### src/rtl/piece_move_ctrl_pkg.sv
// Shared types and constants for the falling-piece movement controller.
package piece_move_ctrl_pkg;

  localparam int X_W   = 4;
  localparam int Y_W   = 5;
  localparam int ROT_W = 2;

  localparam logic [2:0] MODE_PLAY = 3'd1;

  localparam logic [X_W-1:0]   SPAWN_X   = 4'd4;
  localparam logic [Y_W-1:0]   SPAWN_Y   = 5'd0;
  localparam logic [ROT_W-1:0] SPAWN_ROT = 2'd0;

  typedef enum logic [2:0] {
    ST_IDLE,
    ST_SPAWN,
    ST_READY,
    ST_CHECK,
    ST_LOCK,
    ST_LOCK_WAIT,
    ST_OVER
  } state_t;

  // Enum order doubles as arbitration priority: lower value wins.
  localparam int NUM_REQ = 5;
  typedef enum logic [2:0] {
    REQ_TICK,
    REQ_LEFT,
    REQ_RIGHT,
    REQ_ROTATE,
    REQ_DOWN
  } req_t;

  typedef struct packed {
    logic [X_W-1:0]   x;
    logic [Y_W-1:0]   y;
    logic [ROT_W-1:0] rot;
  } place_t;

  localparam place_t SPAWN_PLACE = '{x: SPAWN_X, y: SPAWN_Y, rot: SPAWN_ROT};

  // Wrapping arithmetic at port widths; off-board candidates are the checker's call.
  function automatic place_t move_place(place_t p, req_t r);
    place_t n;
    n = p;
    case (r)
      REQ_TICK,
      REQ_DOWN:   n.y   = p.y + Y_W'(1);
      REQ_LEFT:   n.x   = p.x - X_W'(1);
      REQ_RIGHT:  n.x   = p.x + X_W'(1);
      REQ_ROTATE: n.rot = p.rot + ROT_W'(1);
      default:    n     = p;
    endcase
    return n;
  endfunction

endpackage

### src/rtl/move_req_arbiter.sv
// Sticky pending bits for move requests with a fixed-priority single grant.
module move_req_arbiter
  import piece_move_ctrl_pkg::*;
(
  input  logic               clk,
  input  logic               rst,
  input  logic               latch_en,
  input  logic               clear_all,
  input  logic               grant_en,
  input  logic [NUM_REQ-1:0] req_pulse,
  output logic               grant_valid,
  output req_t               grant_kind
);

  logic [NUM_REQ-1:0] pending_q;
  logic [NUM_REQ-1:0] pending_n;
  logic [NUM_REQ-1:0] grant_mask;

  always_comb begin
    grant_valid = 1'b0;
    grant_kind  = REQ_TICK;
    grant_mask  = '0;
    if (grant_en) begin
      for (int i = NUM_REQ - 1; i >= 0; i--) begin
        if (pending_q[i]) begin
          grant_valid = 1'b1;
          grant_kind  = req_t'(3'(i));
          grant_mask  = NUM_REQ'(1) << i;
        end
      end
    end
  end

  // A pulse landing on the cycle its bit is granted survives the clear.
  always_comb begin
    pending_n = '0;
    if (!clear_all)
      pending_n = (pending_q & ~grant_mask) | (latch_en ? req_pulse : '0);
  end

  always_ff @(posedge clk) begin
    if (rst) pending_q <= '0;
    else     pending_q <= pending_n;
  end

endmodule

### src/rtl/piece_move_ctrl.sv
// Movement/lock sequencer for the active piece: arbitrates move requests,
// runs collision checks through an external checker and handles spawn/lock.
//
// state        | meaning
// IDLE         | not playing; waits for mode=PLAY
// SPAWN        | spawn placement under check
// READY        | piece placed, waiting for a pending request
// CHECK        | candidate placement under check
// LOCK         | lock_req pulse cycle
// LOCK_WAIT    | waiting for board write / line clear
// OVER         | spawn collided; only reset leaves
module piece_move_ctrl
  import piece_move_ctrl_pkg::*;
(
  input  logic             clk,
  input  logic             rst,
  input  logic [2:0]       mode,
  input  logic             tick,
  input  logic             btn_left_en,
  input  logic             btn_right_en,
  input  logic             btn_rotate_en,
  input  logic             btn_down_en,
  output logic             check_req,
  input  logic             check_ack,
  input  logic             check_hit,
  output logic [X_W-1:0]   test_pos_x,
  output logic [Y_W-1:0]   test_pos_y,
  output logic [ROT_W-1:0] test_rot,
  output logic [X_W-1:0]   cur_pos_x,
  output logic [Y_W-1:0]   cur_pos_y,
  output logic [ROT_W-1:0] cur_rot,
  output logic             lock_req,
  input  logic             lock_done,
  output logic             game_over
);

  state_t state_q, state_n;
  place_t test_q, test_n;
  place_t cur_q, cur_n;
  logic   check_req_q, check_req_n;
  logic   lock_req_q, lock_req_n;
  logic   game_over_q, game_over_n;
  logic   fall_q, fall_n;

  logic   playing;
  logic   latch_en;
  logic   clear_all;
  logic   grant_en;
  logic   grant_valid;
  req_t   grant_kind;

  assign playing   = (mode == MODE_PLAY);
  assign latch_en  = playing && (state_q != ST_IDLE) && (state_q != ST_OVER);
  assign clear_all = !playing || (state_q == ST_IDLE) || (state_q == ST_OVER) ||
                     (state_q == ST_LOCK);
  assign grant_en  = playing && (state_q == ST_READY);

  move_req_arbiter u_arb (
    .clk         (clk),
    .rst         (rst),
    .latch_en    (latch_en),
    .clear_all   (clear_all),
    .grant_en    (grant_en),
    .req_pulse   ({btn_down_en, btn_rotate_en, btn_right_en, btn_left_en, tick}),
    .grant_valid (grant_valid),
    .grant_kind  (grant_kind)
  );

  always_comb begin
    state_n     = state_q;
    test_n      = test_q;
    cur_n       = cur_q;
    check_req_n = check_req_q;
    lock_req_n  = lock_req_q;
    game_over_n = game_over_q;
    fall_n      = fall_q;

    if (!playing && state_q != ST_OVER) begin
      state_n     = ST_IDLE;
      check_req_n = 1'b0;
      lock_req_n  = 1'b0;
    end else begin
      case (state_q)
        ST_IDLE: begin
          state_n     = ST_SPAWN;
          test_n      = SPAWN_PLACE;
          check_req_n = 1'b1;
        end
        ST_SPAWN: begin
          if (check_ack) begin
            check_req_n = 1'b0;
            if (check_hit) begin
              game_over_n = 1'b1;
              state_n     = ST_OVER;
            end else begin
              cur_n   = test_q;
              state_n = ST_READY;
            end
          end
        end
        ST_READY: begin
          if (grant_valid) begin
            test_n      = move_place(cur_q, grant_kind);
            fall_n      = (grant_kind == REQ_TICK) || (grant_kind == REQ_DOWN);
            check_req_n = 1'b1;
            state_n     = ST_CHECK;
          end
        end
        ST_CHECK: begin
          if (check_ack) begin
            check_req_n = 1'b0;
            if (!check_hit) begin
              cur_n   = test_q;
              state_n = ST_READY;
            end else if (fall_q) begin
              lock_req_n = 1'b1;
              state_n    = ST_LOCK;
            end else begin
              state_n = ST_READY;
            end
          end
        end
        ST_LOCK: begin
          lock_req_n = 1'b0;
          state_n    = ST_LOCK_WAIT;
        end
        ST_LOCK_WAIT: begin
          if (lock_done) begin
            test_n      = SPAWN_PLACE;
            check_req_n = 1'b1;
            state_n     = ST_SPAWN;
          end
        end
        ST_OVER: ;
        default: state_n = ST_IDLE;
      endcase
    end
  end

  always_ff @(posedge clk) begin
    if (rst) begin
      state_q     <= ST_IDLE;
      test_q      <= SPAWN_PLACE;
      cur_q       <= SPAWN_PLACE;
      check_req_q <= 1'b0;
      lock_req_q  <= 1'b0;
      game_over_q <= 1'b0;
      fall_q      <= 1'b0;
    end else begin
      state_q     <= state_n;
      test_q      <= test_n;
      cur_q       <= cur_n;
      check_req_q <= check_req_n;
      lock_req_q  <= lock_req_n;
      game_over_q <= game_over_n;
      fall_q      <= fall_n;
    end
  end

  assign check_req  = check_req_q;
  assign lock_req   = lock_req_q;
  assign game_over  = game_over_q;
  assign test_pos_x = test_q.x;
  assign test_pos_y = test_q.y;
  assign test_rot   = test_q.rot;
  assign cur_pos_x  = cur_q.x;
  assign cur_pos_y  = cur_q.y;
  assign cur_rot    = cur_q.rot;

endmodule

### config.mk
export PLATFORM = sky130hd
export DESIGN_NAME = piece_move_ctrl
export DESIGN_NICKNAME = d
export VERILOG_FILES = /design/src/rtl/piece_move_ctrl_pkg.sv /design/src/rtl/move_req_arbiter.sv /design/src/rtl/piece_move_ctrl.sv
export SDC_FILE = /design/constraint.sdc
export NUM_CORES = 1
export LEC_CHECK = 0
export ABC_AREA = 1
export CAP_MARGIN = 5
export CELL_PAD_IN_SITES_DETAIL_PLACEMENT = 0
export CELL_PAD_IN_SITES_GLOBAL_PLACEMENT = 1
export CORE_ASPECT_RATIO = 1.1
export CORE_UTILIZATION = 32
export CTS_CLUSTER_DIAMETER = 200
export CTS_CLUSTER_SIZE = 8
export DETAILED_ROUTE_END_ITERATION = 8
export HOLD_SLACK_MARGIN = 0.06
export PLACE_DENSITY = 0.81
export SETUP_SLACK_MARGIN = 0.3
export SLEW_MARGIN = 10
export SYNTH_ARGS = -nofsm -noshare
export SYNTH_HDL_FRONTEND = slang
export SYNTH_HIERARCHICAL = 1
export SYNTH_SLANG_ARGS = --single-unit
### constraint.sdc
create_clock -name clk -period 2.3 [get_ports clk]
set_input_delay 0.23 -clock clk [delete_from_list [all_inputs] [get_ports clk]]
set_output_delay 0.23 -clock clk [all_outputs]
set_load 0.05 [all_outputs]
==> metrics, run 1 <==
Area contributors post-synth=dfxtp_1 (39%), nand2_1 (9.8%), a21oi_1 (9.6%); post-route clock period utilization=89.3%; mux share of post-synthesis cell area=0%; Least-Margin Pin Slew=a little over 0.5 ns; Max Cap Viol=0; clk_lat worst skew=0.28 ns; Synth cell types=29; Num CTS Buffers=5; routed wl met3=124 um; Seq cells post-synth=34; setup violators final=0; CTS tree=yes; Slew Limit Fails=0; DRT antenna net count=0; Critical Path Start Type=flop; # clock sinks=34; Crit Path Class=flop to flop; Syn Area/Cell=7.00 um^2; post-layout minimum cycle time=2.05 ns; Tightest Hold Check Type=flop to flop; initial antenna violation count=0; overall die height=approximately 80 um; Worst EP required=2.48 ns; # IOs=38; Filler cells=503; global-route wire length before repair=7710 um; max layer used=met4; clock skew after layout=0.00256 ns; pre-CTS WS=-0.274 ns; Yosys warnings=6; Die X=72.8 um; Via density=approximately 4.7; Initial Utilization=34.1%; pin count of the biggest net entering global routing=22; synthesized area=between 1500 and 2000 um^2; Storage cell area=683 um^2; area delta synth->final=50.5%; vias in the first global route=1,733; total number of vias=1,862; most frequent cell on the critical path=nor2_4; syn nets=269; Post-route DRC=0; area share of the largest cell type after synthesis=approximately two fifths; Row Count=27; WL final=around 4700 um; CP Cell Sequence=inv_4 > nand3_4 > nor2_4 > inv_2 > or2_4 > nor2_4 > buf_4 > buf_6 > buf_6 > nor2_4 > inv_2 > nand3_4 > buf_4 > nand2_1 > o21ai_0 > o21ai_1 > nand2_1; HPWL after detailed placement=3390 um; Clock Tree Buf Depth=2; unrepaired setup endpoints after global routing=yes; DR iter-0 viols=41; Worst setup EP type=flop; Final WS setup=0.246 ns; Synth Area in Adders=3.26%; mean routed wirelength per cell=11.9 um; Achievable Freq=0.487 GHz; run status=finished clean; Util after Layout=51.4%; root buffer cell=clkbuf_8; largest family of logic cells by synthesized area=simple AND/OR/NAND/NOR gates; leakage=0.00104 uW; cts hold-fix bufs=0; antenna cells=0; Mapped Cells=252; post-synthesis compound-gate area fraction=17.4%; core area=around 5200 um^2; Port Buffer Count=37; Die ar.=5810 um^2; crit path max-delay cell type=dfxtp_2; grt total ovfl=0; power density cells=430 nW/um^2; M1 WL=~2200 um; Crit Path Max Fanout=4; sequential cell area fraction in the yosys report=~39%; Layout Nets=340; H-Tree Depth=2; total global-route track usage=17.2%; Post-Synth XOR/XNOR Area=2.48%; WP data arrival=roughly 2.2 ns; max incr delay on CP=0.34 ns; fraction of layout cells with a size suffix above 1=between 20% and 30%; routability cong.=0.859; area of the multi-input gates=1030 um^2; clock transition at the registers of the reported paths=0.07 ns; peak supply drop=0.383 mV; post-synth top area cell=dfxtp_1; Hold Fails Final Rpt=0; First-pass DRT Iterations=4; simple-gate share of the synthesized area=29.0%; metal2 WL=2280 um; Worst slew margin=66.4%
==> cells in the final DEF, fill, tap and decap left out, types with 2 or more instances in the layout <==
cell and count:
xor2_1 5, nand3_2 4, a21oi_1 34, buf_6 4, clkbuf_8 6, nor2_4 5, a31oi_1 2, buf_4 28
dfxtp_1 32, ha_1 2, nor3_2 2, clkdlybuf4s50_1 34, a211oi_1 2, nor2_2 4, nand2_2 5, nand3_1 14
nand3_4 3, nor3_1 7, inv_1 27, inv_2 6, or2_4 2, nand2_1 44, nor2_1 13, dfxtp_2 2
nand4_1 4, o21ai_0 16, o21ai_1 3, inv_4 2, dlygate4sd2_1 3
==> per-layer routing <==
metal	global-route usage, %	vias to the layer above
met4	6.47	0
li1	-	973
met5	0	-
met1	21.6	853
met3	3.79	6
met2	28.4	30
==> final cells by class <==
cell class | count | share of cell area, %
Timing Repair Buffer | 69 | 23.4
Sequential cell | 34 | 25.7
Inverter | 35 | 5.14
Multi-Input combinational cell | 178 | 38.7
Tap cell | 72 | 3.39
Clock buffer | 6 | 3.11
Clock inverter | 2 | 0.471
==> timing repair <==
item                                    4_1_cts  5_1_grt
endpoints found under the setup margin        5        8
gates resized for setup                       8       17
setup buffers                                 5        6
pin swaps                                    11       12
==> flip-flops by register name, summed over array words and instances, names as in the netlist <==
register	flops
test_pos_x	4
fall_q	1
state_q	3
test_pos_y	5
lock_req	1
game_over	1
u_arb/pending_q	5
test_rot	2
cur_pos_y	5
cur_pos_x	4
check_req	1
cur_rot	2
==> path summary, 6_finish.rpt <==
kind,start,cells after the start,slack (ns),endpoint
worst min register to register,game_over,2,0.46,game_over
worst min-delay path,game_over,2,0.46,game_over
worst max register to register,state_q[2],17,0.25,test_pos_x[2]
worst max-delay path,state_q[2],17,0.25,test_pos_x[2]
==> kinds of logic after synthesis <==
logic type      count (synthesis)
xor+xnor                        5
buf+inv                        40
simple gates                  110
compound gates                 59
fa+ha+maj                       4
flops                          34
==> metrics by stage <==
stage          total power [uW]  hold WS, ns  TNS, ns  instances  cell area (um^2)
2_1_floorplan               644        0.308        0        252              1820
3_3_place_gp                685        0.445   -0.532        377              2400
3_5_place_dp                686        0.440   -0.675        377              2400
4_1_cts                    1150        0.463        0        390              2540
5_1_grt                    1190        0.507        0        396              2660
6_report                   1140        0.465        0        396              2660
==> power breakdown <==
group	switching, uW	internal (uW)
Sequential	2.89	591
Combinational	41.0	35.0
Clock	231	241
==> synth_stat cells <==
cell type  count
ha_1           3
nand2_1       46
nand4_1        4
nor2_1        16
nor3_1         9
buf_6          1
dfxtp_1       34
a21boi_1       1
fa_1           1
clkbuf_1       2
nand3_2        2
nand3_1       19
inv_1         30
or2_1          2
buf_2          2
nand2_2        3
a211oi_1       2
nor2_4         1
o21ai_1        2
a31oi_1        2
xor2_1         5
or2_2          2
o21ai_0       17
nor2_2         5
inv_4          1
nand3b_1       1
o21bai_1       1
a21oi_1       34
inv_2          4
==> worst max-delay path: cells and delay by family (launching register included) <==
| kind | cells | cell delay, ns |
|---|---|---|
| AO/OA/AOI/OAI | 2 | 0.20 |
| flip-flops | 1 | 0.34 |
| buffers and inverters | 7 | 0.62 |
| AND/OR/NAND/NOR | 8 | 0.79 |
(Power assumes the default switching activity.)
==> run 2: changes to the inputs <==
CORE_MARGIN = 2   (was not set)
TNS_END_PERCENT = 1   (was not set)
==> metrics, run 2 (same netlist as run 1, synthesis figures left out) <==
FF-to-FF Start=state_q[2]; Clock Tree Buf Depth=2; Net Sw Frac=19.6%; Post-route DRC=0; vias in the first global route=around 1,800; Worst slew margin=66.6%; antenna cells=0; # IOs=38; First-pass DRT Iterations=4; most common cell after layout, fill and taps aside=nand2_1; max incr delay on CP=0.33 ns; Combinational Power Share=under 10%; leakage=0.00105 uW; Filler cells=513; Worst Hold Path EP=game_over; Flop pwr share=a little over two fifths; Crit Path Class=flop to flop; grt peak-use layer=met2; total global-route track usage=16.8%; fraction of layout cells with a size suffix above 1=between 20% and 30%; worst min-delay path startpoint=game_over; Layout Nets=338; Achievable Freq=0.488 GHz; final hold slack=0.463 ns; CTS tree=yes; Port Buffer Count=37; initial antenna violation count=0; WP data arrival=2.27 ns; GR Layer Usage met3=under 10%; WL final=4630 um; Least-Margin Pin Slew=0.500 ns; Power Internal=1090 uW; Die ar.=6120 um^2; # clock sinks=34; hold depth=2; most frequent cells in the layout=nand2_1 (45), clkdlybuf4s50_1 (34), a21oi_1 (33); crit path max-delay cell type=dfxtp_2; global-route wire length before repair=slightly below 8000 um; M1 GR Usage=21.5%; clock skew after layout=between 0.003 and 0.004 ns; GR Util met2=27.8%; CP Cell Sequence=inv_4 > nand3_4 > nor2_4 > inv_2 > or2_4 > nor2_4 > inv_2 > nand3_4 > ha_4 > or2_4 > nand3_2 > nand3_2 > nand2_1 > nand3_1 > a21oi_1; Num CTS Buffers=5; Row Count=28; setup violators final=0; Via density=4.61; routability cong.=between 0.8 and 0.9; Final Power=1350 uW; overall die height=81.9 um; core area=5360 um^2; Die X=74.8 um; DR iter-0 viols=60; HPWL after detailed placement=3320 um; post-layout minimum cycle time=around 2.1 ns; capture point of the worst reg-to-reg path=test_pos_x[3]; clock power share=50.4%; switching power=265 uW; pin count of the biggest net entering global routing=22; post-route clock period utilization=approximately nine tenths; clock transition at the registers of the reported paths=roughly 0.070 ns; worst r2r path cells=15; Worst EP required=2.52 ns; Worst setup EP type=flop; cts hold-fix bufs=0; area delta synth->final=51.4%; mean routed wirelength per cell=11.7 um; Initial Utilization=32.9%; run status=finished clean; peak supply drop=between 0.2 and 0.3 mV; unrepaired setup endpoints after global routing=yes; Tightest Hold Check Type=flop to flop; DRT antenna net count=0; Crit Path Max Fanout=4; root buffer cell=clkbuf_8; reg-to-reg slack, setup=0.25 ns; Max Cap Viol=0; Critical Path Start Type=flop; H-Tree Depth=2; grt total ovfl=0; Hold Fails Final Rpt=0; total number of vias=1,831; clk_lat worst skew=0.29 ns; power density cells=507 nW/um^2; Slew Limit Fails=0
-- run 2: worst max-delay path: cells and delay by family, from the launching register on --
family,cells,cell delay [ns]
compound gates,1,0.14
simple gates,10,1.14
flops,1,0.33
fa+ha+maj,1,0.22
buf+inv,3,0.16
-- run 2: cell type report --
| class | count | area [um^2] | area share, % |
|---|---|---|---|
| clock buffer | 6 | 82.6 | 3.09 |
| clock inverter | 2 | 60.1 | 2.25 |
| inverter | 35 | 136 | 5.11 |
| multi-input combinational | 178 | 1020 | 38.1 |
| sequential | 34 | 684 | 25.6 |
| tap | 75 | 93.8 | 3.51 |
| timing repair buffer | 67 | 596 | 22.3 |
-- run 2: timing repair --
| action | CTS | global route |
|---|---|---|
| pin swaps | 12 | 8 |
| gates resized for setup | 19 | 5 |
| buffers inserted | 8 | 2 |
| cloned | 0 | 0 |
| endpoints found under the setup margin | 7 | 6 |
-- run 2: how the worst max path moves through the flow --
| stage | startpoint | end | slack (ns) |
|---|---|---|---|
| 6_report | state_q[2] | test_pos_x[3] | 0.25 |
| 5_1_grt | state_q[0] | test_pos_x[3] | 0.14 |
| 4_1_cts | state_q[0] | test_pos_x[3] | 0.23 |
| 3_5_place_dp | mode[1] | test_pos_x[3] | -0.30 |
| 3_3_place_gp | mode[1] | test_pos_x[3] | -0.27 |
| 2_1_floorplan | state_q[2] | test_pos_x[3] | 0.16 |
-- run 2: power groups by stage --
stage	clock [uW]	sequential, uW	combinational (uW)
6_report	683	595	76.6
5_1_grt	726	595	83.7
4_1_cts	705	594	77.0
3_5_place_dp	0	608	77.2
3_3_place_gp	0	608	76.4
2_1_floorplan	0	617	27.2
-- run 2: routing by layer --
layer,part of all wire [%],vias to the layer above
li1,-,975
met1,47,824
met5,0,-
met2,49,27
met4,1.7,0
met3,2.8,5
-- run 2: stage by stage --
stage               setup TNS (ns)  utilization [%]  cells  setup WS [ns]  cell area, um^2
floorplan                        0                -    252          0.157             1810
finish                           0             49.8    397          0.249             2670
global route                     0             49.8    397          0.142             2670
CTS                              0             49.2    395          0.228             2640
global placement            -0.676             44.7    379         -0.272             2400
detailed placement          -0.819             44.7    379         -0.301             2400
